**src/rtl/uart_pkg.sv**
```systemverilog
// Shared definitions for the parametrised UART receiver.
// One-hot FSM encoding, parity modes and a majority helper.
package uart_pkg;

  localparam int I_IDLE  = 0;
  localparam int I_START = 1;
  localparam int I_DATA  = 2;
  localparam int I_PAR   = 3;
  localparam int I_STOP  = 4;

  localparam logic [4:0] S_IDLE  = 5'b00001;
  localparam logic [4:0] S_START = 5'b00010;
  localparam logic [4:0] S_DATA  = 5'b00100;
  localparam logic [4:0] S_PAR   = 5'b01000;
  localparam logic [4:0] S_STOP  = 5'b10000;

  localparam logic [1:0] PAR_NONE = 2'd0;
  localparam logic [1:0] PAR_ODD  = 2'd1;
  localparam logic [1:0] PAR_EVEN = 2'd2;

  function automatic logic maj3(
    input logic a,
    input logic b,
    input logic c
  );
    return (a & b) | (a & c) | (b & c);
  endfunction

endpackage

```
**src/rtl/uart_rx_sampler.sv**
```systemverilog
// Line synchroniser, oversample tick counter and 3-sample vote.
// Emits a decision strobe mid-bit and a bit-end strobe.
module uart_rx_sampler
  import uart_pkg::*;
#(
  parameter int OVERSAMPLE = 16
) (
  input  logic i_clock,
  input  logic i_reset_n,
  input  logic i_tick,
  input  logic i_rx,
  input  logic i_run,
  output logic o_rx_s,
  output logic o_bit,
  output logic o_dec,
  output logic o_end
);

  localparam int TW = $clog2(OVERSAMPLE);
  localparam int M  = OVERSAMPLE / 2;

  logic [1:0]    sync_q;
  logic [TW-1:0] t_q, t_d;
  logic          s0_q, s1_q;
  logic          tk;

  assign o_rx_s = sync_q[1];
  assign tk     = i_run & i_tick;

  // Counter is pinned at zero while idle so a start edge begins at t=0.
  always_comb begin
    t_d = t_q;
    if (!i_run) begin
      t_d = '0;
    end else if (i_tick) begin
      t_d = (t_q == TW'(OVERSAMPLE-1)) ? '0 : t_q + 1'b1;
    end
  end

  always_ff @(posedge i_clock or negedge i_reset_n) begin
    if (!i_reset_n) begin
      sync_q <= 2'b11;
      t_q    <= '0;
      s0_q   <= 1'b1;
      s1_q   <= 1'b1;
    end else begin
      sync_q <= {sync_q[0], i_rx};
      t_q    <= t_d;
      if (tk && t_q == TW'(M-1)) s0_q <= o_rx_s;
      if (tk && t_q == TW'(M))   s1_q <= o_rx_s;
    end
  end

  assign o_bit = maj3(s0_q, s1_q, o_rx_s);
  assign o_dec = tk && (t_q == TW'(M+1));
  assign o_end = tk && (t_q == TW'(OVERSAMPLE-1));

endmodule

```
**src/rtl/uart_rx_param.sv**
```systemverilog
// UART receiver: frame FSM, parity/framing checks and a
// valid/ready holding register with sticky overrun.
module uart_rx_param
  import uart_pkg::*;
#(
  parameter int DATA_BITS  = 8,
  parameter int STOP_BITS  = 1,
  parameter int OVERSAMPLE = 16
) (
  input  logic                 i_clock,
  input  logic                 i_reset_n,
  input  logic                 i_tick,
  input  logic                 i_rx,
  input  logic [1:0]           i_parity_mode,
  input  logic                 i_ready,
  output logic [DATA_BITS-1:0] o_data,
  output logic                 o_valid,
  output logic                 o_parity_err,
  output logic                 o_frame_err,
  output logic                 o_overrun,
  output logic                 o_busy
);

  localparam int CW = $clog2(DATA_BITS+1);

  logic [4:0]           state_q, state_d;
  logic [1:0]           mode_q, mode_d;
  logic [DATA_BITS-1:0] shift_q, shift_d;
  logic [CW-1:0]        cnt_q, cnt_d;
  logic                 stop_q, stop_d;
  logic                 perr_q, perr_d;
  logic                 ferr_q, ferr_d;
  logic                 commit;

  logic [DATA_BITS-1:0] data_q;
  logic                 valid_q, operr_q, oferr_q, ovr_q;
  logic                 hs;

  logic rx_s, bit_v, dec, bend, run, par_en;

  assign run = ~state_q[I_IDLE];

  uart_rx_sampler #(
    .OVERSAMPLE(OVERSAMPLE)
  ) u_smp (
    .i_clock  (i_clock),
    .i_reset_n(i_reset_n),
    .i_tick   (i_tick),
    .i_rx     (i_rx),
    .i_run    (run),
    .o_rx_s   (rx_s),
    .o_bit    (bit_v),
    .o_dec    (dec),
    .o_end    (bend)
  );

  assign par_en = (mode_q == PAR_ODD) || (mode_q == PAR_EVEN);

  always_comb begin
    state_d = state_q;
    mode_d  = mode_q;
    shift_d = shift_q;
    cnt_d   = cnt_q;
    stop_d  = stop_q;
    perr_d  = perr_q;
    ferr_d  = ferr_q;
    commit  = 1'b0;
    unique case (1'b1)
      state_q[I_IDLE]: begin
        if (!rx_s) begin
          state_d = S_START;
          mode_d  = i_parity_mode;
          cnt_d   = '0;
          stop_d  = 1'b0;
          perr_d  = 1'b0;
          ferr_d  = 1'b0;
        end
      end
      state_q[I_START]: begin
        if (dec && bit_v)  state_d = S_IDLE;
        else if (bend)     state_d = S_DATA;
      end
      state_q[I_DATA]: begin
        if (dec) begin
          shift_d = {bit_v, shift_q[DATA_BITS-1:1]};
          cnt_d   = cnt_q + 1'b1;
        end
        if (bend && cnt_q == CW'(DATA_BITS))
          state_d = par_en ? S_PAR : S_STOP;
      end
      state_q[I_PAR]: begin
        if (dec) begin
          perr_d = (mode_q == PAR_ODD) ? ~(^shift_q ^ bit_v)
                                       :  (^shift_q ^ bit_v);
        end
        if (bend) state_d = S_STOP;
      end
      state_q[I_STOP]: begin
        if (dec) begin
          if (!bit_v) ferr_d = 1'b1;
          // Leave mid-bit on the last stop so an early start is seen.
          if (stop_q == 1'(STOP_BITS-1)) begin
            commit  = 1'b1;
            state_d = S_IDLE;
          end else begin
            stop_d = 1'b1;
          end
        end
      end
      default: state_d = S_IDLE;
    endcase
  end

  always_ff @(posedge i_clock or negedge i_reset_n) begin
    if (!i_reset_n) begin
      state_q <= S_IDLE;
      mode_q  <= PAR_NONE;
      shift_q <= '0;
      cnt_q   <= '0;
      stop_q  <= 1'b0;
      perr_q  <= 1'b0;
      ferr_q  <= 1'b0;
    end else begin
      state_q <= state_d;
      mode_q  <= mode_d;
      shift_q <= shift_d;
      cnt_q   <= cnt_d;
      stop_q  <= stop_d;
      perr_q  <= perr_d;
      ferr_q  <= ferr_d;
    end
  end

  assign hs = valid_q & i_ready;

  always_ff @(posedge i_clock or negedge i_reset_n) begin
    if (!i_reset_n) begin
      data_q  <= '0;
      valid_q <= 1'b0;
      operr_q <= 1'b0;
      oferr_q <= 1'b0;
      ovr_q   <= 1'b0;
    end else begin
      if (commit && (!valid_q || i_ready)) begin
        data_q  <= shift_q;
        operr_q <= perr_q;
        oferr_q <= ferr_d;
        valid_q <= 1'b1;
      end else if (hs) begin
        valid_q <= 1'b0;
      end
      if (commit && valid_q && !i_ready) ovr_q <= 1'b1;
      else if (hs)                       ovr_q <= 1'b0;
    end
  end

  assign o_data       = data_q;
  assign o_valid      = valid_q;
  assign o_parity_err = operr_q;
  assign o_frame_err  = oferr_q;
  assign o_overrun    = ovr_q;
  assign o_busy       = run;

endmodule

```
**config.mk**
```make
export PLATFORM = sky130hd
export DESIGN_NAME = uart_rx_param
export DESIGN_NICKNAME = d
export VERILOG_FILES = /design/src/rtl/uart_pkg.sv /design/src/rtl/uart_rx_sampler.sv /design/src/rtl/uart_rx_param.sv
export SDC_FILE = /design/constraint.sdc
export NUM_CORES = 1
export LEC_CHECK = 0
export BUFFER_PORTS_ARGS = -buffer_cell sky130_fd_sc_hd__buf_2
export CAP_MARGIN = 20
export CORE_MARGIN = 2
export CORE_UTILIZATION = 40
export CTS_CLUSTER_SIZE = 14
export DETAILED_ROUTE_END_ITERATION = 8
export GPL_ROUTABILITY_DRIVEN = 0
export PLACE_DENSITY = 0.57
export SLEW_MARGIN = 5
export SYNTH_ARGS = -nofsm -noshare
export SYNTH_HDL_FRONTEND = slang
export SYNTH_HIERARCHICAL = 1
export SYNTH_SLANG_ARGS = --single-unit
```
**constraint.sdc**
```tcl
create_clock -name i_clock -period 2 [get_ports i_clock]
set_input_delay 0.2 -clock i_clock [delete_from_list [all_inputs] [get_ports i_clock]]
set_output_delay 0.2 -clock i_clock [all_outputs]
set_load 0.05 [all_outputs]
```
**Yosys cells after proc, flatten, opt, wreduce, memory -nomap -nowiden**

Cells that the tools add are included.

- $add $sub $neg: 2
- Multipliers: 0
- Divide/modulo/power cells: 0
- Order comparisons: 0
- Equal/unequal tests: 11
- Shifts and indexed selects: 0
- Muxes and demuxes: 32
- Bitwise operators: 11
- Reductions and logical operators: 25

Operators by type and width:

| kind | count |
|---|---|
| two-way mux 5 bit | 5 |
| case mux 5 bit (5 select lines) | 1 |
| two-way mux 4 bit | 5 |
| == test 4 bit, second input constant | 4 |
| two-way mux 1 bit | 14 |
| nonzero test 2 bit | 6 |
| logical AND 1 bit | 9 |
| AND reduction 3 bit | 3 |
| adder 4 x 1 -> 4 bit, second input constant | 2 |
| case mux 4 bit (2 select lines) | 1 |
| XOR reduction 8 bit | 1 |
| two-way mux 3 bit | 2 |
| != test 2 x 1 -> 1 bit, second input constant | 3 |
| case mux 1 bit (2 select lines) | 3 |
| AND 1 bit | 5 |
| == test 4 x 3 -> 1 bit, second input constant | 1 |
| AND reduction 2 bit | 2 |
| NOT 1 bit | 3 |
| == test 2 x 1 -> 1 bit, second input constant | 1 |
| == test 2 bit, second input constant | 1 |
| zero test 1 bit | 2 |
| logical OR 1 bit | 2 |
| two-way mux 2 bit | 1 |
| != test 2 bit, second input constant | 1 |
| 2 further kinds | 3 |

- Register bits after elaboration: 42
- Latch bits: 0
- Memory bits (writable): 0
- Bits in read-only memories: 0
- Input port bits: 7
- Output and inout bits: 13
- Logic and storage cells: 97
- Memories kept: 0

**Logic depth before layout (Yosys ltp)**

- Depth after elaboration: 8
- Gate-level depth with buffers: 8
- Mapped depth without buffers: 7

**Hierarchy**

Netlist, hierarchy kept.

Modules (own cells, without submodules):

| module | times used | cells an instance | area each (sq um) | sequential area each (sq um) |
|---|---|---|---|---|
| uart_rx_param | 1 | 124 | 1500.2 | 827.0 |
| uart_rx_sampler | 1 | 35 | 399.1 | 205.2 |

**Least setup slack after synthesis**

OpenSTA, ideal clock, no wires.

- Kind: register -> register
- From: register state_q[0]
- To: register data_q[0] (netlist: o_data[0])
- Library setup time: 125 ps
- Arrival time: 1934 ps
- Required time: 1875 ps
- Slack: -59 ps
- Stages on the path, launching flop included: 7
- Path buffers: 0
- Clock period less this slack: 2059 ps
- Cells stage by stage: dfstp_2 > inv_1 > and4b_1 > and2_1 > nand2_1 > a21oi_4 > mux2_2

- Cells in the longest elaborated chain, start to end: 6

Ends and longest elaborated chain:

| element | RTL line | RTL |
|---|---|---|
| from (decl) | uart_rx_param.sv:26 | `logic [4:0] state_q, state_d;` |
| from (signal assigned) | uart_rx_param.sv:124 | `state_q <= state_d;` |
| NOT 1 bit | uart_rx_param.sv:41 | `assign run = ~state_q[I_IDLE];` |
| named net o_busy | uart_rx_param.sv:21 | `output logic o_busy` |
| AND 1 bit | uart_rx_sampler.sv:28 | `assign tk = i_run & i_tick;` |
| logical AND 1 bit | uart_rx_sampler.sv:55 | `assign o_dec = tk && (t_q == TW'(M+1));` |
| named net dec | uart_rx_param.sv:39 | `logic rx_s, bit_v, dec, bend, run, par_en;` |
| two-way mux 1 bit | uart_rx_param.sv:99 | `if (dec) begin` |
| two-way mux 1 bit | uart_rx_param.sv:68 | `unique case (1'b1)` |
| logical AND 1 bit | uart_rx_param.sv:144 | `if (commit && (!valid_q \|\| i_ready)) begin` |
| to (signal assigned) | uart_rx_param.sv:145 | `data_q <= shift_q;` |
| to (decl) | uart_rx_param.sv:35 | `logic [DATA_BITS-1:0] data_q;` |

The timed path passes the listed nets, and every way through them passes these cells.
A chain may end at the register's enable or synchronous reset.

**Worst setup path after layout**

- From: register state_q[0]
- To: register operr_q (netlist: o_parity_err)

- Cells in the longest elaborated chain, start to end: 6

Ends and longest elaborated chain:

| element | RTL line | RTL |
|---|---|---|
| NOT 1 bit | uart_rx_param.sv:41 |  |
| AND 1 bit | uart_rx_sampler.sv:28 |  |
| logical AND 1 bit | uart_rx_sampler.sv:55 |  |
| named net dec | uart_rx_param.sv:39 |  |
| two-way mux 1 bit | uart_rx_param.sv:99 |  |
| two-way mux 1 bit | uart_rx_param.sv:68 |  |
| logical AND 1 bit | uart_rx_param.sv:144 |  |
| to (signal assigned) | uart_rx_param.sv:146 | `operr_q <= perr_q;` |
| to (decl) | uart_rx_param.sv:36 | `logic valid_q, operr_q, oferr_q, ovr_q;` |

The timed path passes the listed nets, and every way through them passes these cells.

==> impl_summary.txt <==
----------------------------------------------------
[Die]
  Die outline width ... 72.9 um
  Std-Cell Core Area ... 4660 sq um
  Row count ... 25
  Die footprint ... 5320 sq um
  Die outline height ... 72.9 um
  Initial core utilization ... 40.8%
  Number of top-level design ports ... 20

[Routing]
  DRC errors left ... 0
  Number of antenna-violating nets in the routed design ... 0
  Sum of routed wire length over all layers ... 3.41 mm
  Vias per Instance ... 5.08
  First drt pass iteration count ... 3
  Total via count in the routed design ... 1240
  Post-detailed-route wirelength per cell ... 14.0 um
  Starting DRT DRC Count ... 67

[Finish]
  Nets ... 202
  Storage element area ... 1030 sq um
  Share of cells above drive strength 1 ... 34.2%
  Filler cell count in the final layout ... 419
  Signed area change from the synthesized netlist to the final layout ... 16.9%
  Area of the multi-input gates ... 817 sq um
  Final antenna diode count ... 0

[Pwr]
  Pint ... 1.66 mW
  Fraction of power spent switching nets ... 32.7%
  Net switching power of the design ... 0.807 mW
  Leakage component of the power ... 1.08 nW
  Sequential fraction of design power ... 48.0%
  Power, Total ... 2.47 mW
  Combinational share of power ... 29.1%
  Power Density ... 1110 nW/um^2
  VDD IR max ... 0.485 mV
  Part of the power in the clock network ... 22.9%

[STA]
  Transition time at the pin with the least slew margin ... 0.514 ns
  Final critical delay including setup and external delays ... 1.86 ns
  Number of pins exceeding their max-slew limit in the final report ... 0
  Final setup fails ... 0
  Share of the cycle needed by the critical path after routing ... 93.1%
  Setup repair after global routing missed its margin ... false
  Setup TNS after final layout ... 0 ns
  Worst slew margin relative to its limit ... 65.7%
  Highest achievable clock rate ... 0.537 GHz
  Total count of hold-check failures in the final report ... 0
  Clock Skew ... 0.00692 ns

[Worst setup path]
  Startpoint-to-endpoint class of the critical path ... flop to flop
  Delay contributed by the slowest stage of the critical path ... 0.60 ns
  Cell Chain, Critical Path ... clkinvlp_4 -> and4b_1 -> and2_2 -> nand2_1 -> a21oi_4 -> buf_12 -> mux2_2
  Startpoint type of the worst setup path ... flop
  Req. time, crit path ... 2.19 ns
  Top fanout value on the critical path ... 10
  CP max stage cell ... sky130_fd_sc_hd__dfstp_2
  Top Family by Delay on Critical Path ... flip-flops
  Worst setup EP type ... flop
  Crit path buf inv count ... 2
  Worst EP arrival ... 2.05 ns

[GRT]
  Number of global-route vias before repair ... 1299
  Grt total ovfl ... 0
  Largest net degree at the start of global routing ... 42
  Total GRT Usage ... 14.7%
  Number of antenna violations at the first check in global routing ... 0
  Wire length of the first global-routing pass ... 5.84 mm

[Synthesis]
  EDFF count, synth ... 0
  Yosys reg bits ... 41
  Async S/R FF share, synth ... 100%
  Post-Synthesis Cells ... 159
  Dominant cells by area after synthesis ... sky130_fd_sc_hd__dfrtp_1 47%, sky130_fd_sc_hd__mux2_2 13%, sky130_fd_sc_hd__dfstp_2 6.9%, sky130_fd_sc_hd__ha_1 4.0%, sky130_fd_sc_hd__nand2_1 3.4%
  Register area share after synthesis ... 54.3%
  Post-synthesis cell type count ... 35
  Post-synth top area share ... 47.4%
  Netlist area before placement ... 1900 sq um
  Post-synthesis area per instance ... 11.9 sq um
  Most area-hungry cell type in the Yosys netlist ... sky130_fd_sc_hd__dfrtp_1
  Net Count, Synth ... 172
  Flip-flop cell with the highest count after synthesis ... sky130_fd_sc_hd__dfrtp_1
  Synth warn ... 6

[CTS]
  Clk slew on worst S/H paths ... 0.08 ns
  Clock tree from TritonCTS ... yes
  Root buffer cell ... sky130_fd_sc_hd__clkbuf_8
  Insertion delay of the later-clocked pin in the worst-skew pair ... 0.30 ns
  CTS HTree Levels ... 2
  Num Clock Sinks ... 41
  Buffer levels on the longest clock path ... 2
  Inserted Clock Buffers ... 5

[Min path]
  Worst hold path type ... primary input to flop

[Run]
  Number of violations of the max-capacitance limit ... 0

[Placed design]
  IO buf count ... 19
  Post-DP HPWL ... 2.46 mm

[Status]
  Result of the run ... completed

----------------------------------------------------
==> metrics by stage <==
stage | setup WS [ns] | hold slack [ns] | util (%) | std cells | area, sq um
floorplan | -0.0361 | -0.0956 | - | 159 | 1900
global placement | 0.0764 | 0.285 | 44.6 | 233 | 2080
detailed placement | 0.0132 | 0.296 | 44.6 | 233 | 2080
CTS | 0.000539 | 0.0928 | 47.1 | 243 | 2200
global route | 0.0509 | 0.111 | 47.6 | 244 | 2220
finish | 0.138 | 0.104 | 47.6 | 244 | 2220
==> state kept, by name, indices dropped and copies added, names as in the netlist, 2 cells and up <==
name,count
mode_q,2
o_data,8
state_q,5
cnt_q,4
shift_q,8
u_smp/t_q,4
u_smp/sync_q,2
==> cell families (layout without fill, tap and decap cells) <==
family	after synthesis	in the layout	share of synthesized area, %
AO/OA/AOI/OAI	25	25	8.83
flip-flops	41	41	54.3
XOR/XNOR	10	10	5.34
adder cells (fa/ha/maj)	7	7	4.48
multiplexers	25	25	14.7
AND/OR/NAND/NOR	37	37	9.49
buffers and inverters	14	45	2.83
==> Yosys cell counts (all sizes together) (2+ instances only) <==
cell	number
xor2	2
nor2	2
dfstp	5
inv	12
nand3	5
xnor2	7
nand2	17
a21oi	4
ha	6
o22ai	2
mux2	23
dfrtp	36
and2	3
o21ai	11
mux2i	2
nor3	4
a22o	3
==> final timing paths <==
path                                 start              end  slack, ns  depth (start not counted)
min reg2reg                u_smp/sync_q[0]  u_smp/sync_q[1]       0.36                          0
max                             state_q[0]     o_parity_err       0.14                          7
max reg2reg                     state_q[0]     o_parity_err       0.14                          7
max in group asynchronous        i_reset_n       state_q[0]       1.14                          3
min                                i_ready        o_overrun       0.10                          2
min in group asynchronous        i_reset_n     o_parity_err       0.50                          3
==> repair_timing <==
item,4_1_cts,5_1_grt
hold buffers,2,0
endpoints found under the hold margin,37,0
setup buffers,0,1
resized for setup,0,2
endpoints found under the setup margin,0,18
==> power by group through the flow <==
stage          combinational (mW)  sequential [mW]  clock, mW
2_1_floorplan               0.543             1.18          0
3_3_place_gp                0.698             1.19          0
3_5_place_dp                0.721             1.20          0
4_1_cts                     0.731             1.18      0.581
5_1_grt                     0.814             1.21      0.620
6_report                    0.718             1.18      0.566
==> layer usage <==
| layer | track usage [%] | routed length (um) |
|---|---|---|
| met1 | 18.9 | 1670 |
| met2 | 22.5 | 1550 |
| met3 | 4.70 | 124 |
| met4 | 6.79 | 63 |
| met5 | 0 | 0 |
==> cells in the final DEF (no fill, tap or decap), types with 2 or more instances in the layout <==
cell / Yosys / final
sky130_fd_sc_hd__buf_4: 0 / 3
sky130_fd_sc_hd__o21ai_0: 11 / 11
sky130_fd_sc_hd__mux2_2: 22 / 22
sky130_fd_sc_hd__inv_1: 11 / 10
sky130_fd_sc_hd__buf_2: 1 / 19
sky130_fd_sc_hd__dlygate4sd3_1: 0 / 2
sky130_fd_sc_hd__dfrtp_1: 36 / 36
sky130_fd_sc_hd__nor2_1: 2 / 2
sky130_fd_sc_hd__ha_1: 6 / 6
sky130_fd_sc_hd__xnor2_1: 7 / 7
sky130_fd_sc_hd__nand3_1: 5 / 5
sky130_fd_sc_hd__mux2i_1: 2 / 2
sky130_fd_sc_hd__dfstp_2: 5 / 5
sky130_fd_sc_hd__xor2_1: 2 / 2
sky130_fd_sc_hd__and2_1: 3 / 2
sky130_fd_sc_hd__a21oi_1: 3 / 3
sky130_fd_sc_hd__nor3_1: 4 / 4
sky130_fd_sc_hd__o22ai_1: 2 / 2
sky130_fd_sc_hd__nand2_1: 17 / 16
sky130_fd_sc_hd__a22o_1: 3 / 3
sky130_fd_sc_hd__clkbuf_8: 0 / 6
==> layout make-up <==
type | count | area share, %
clock inverter | 2 | 0.620
sequential | 41 | 46.5
clock buffer | 6 | 3.72
timing repair buffer | 25 | 7.10
multi-input combinational | 104 | 36.8
inverter | 12 | 2.20
tap | 54 | 3.04
No activity file was read; power rests on OpenSTA's default activity.
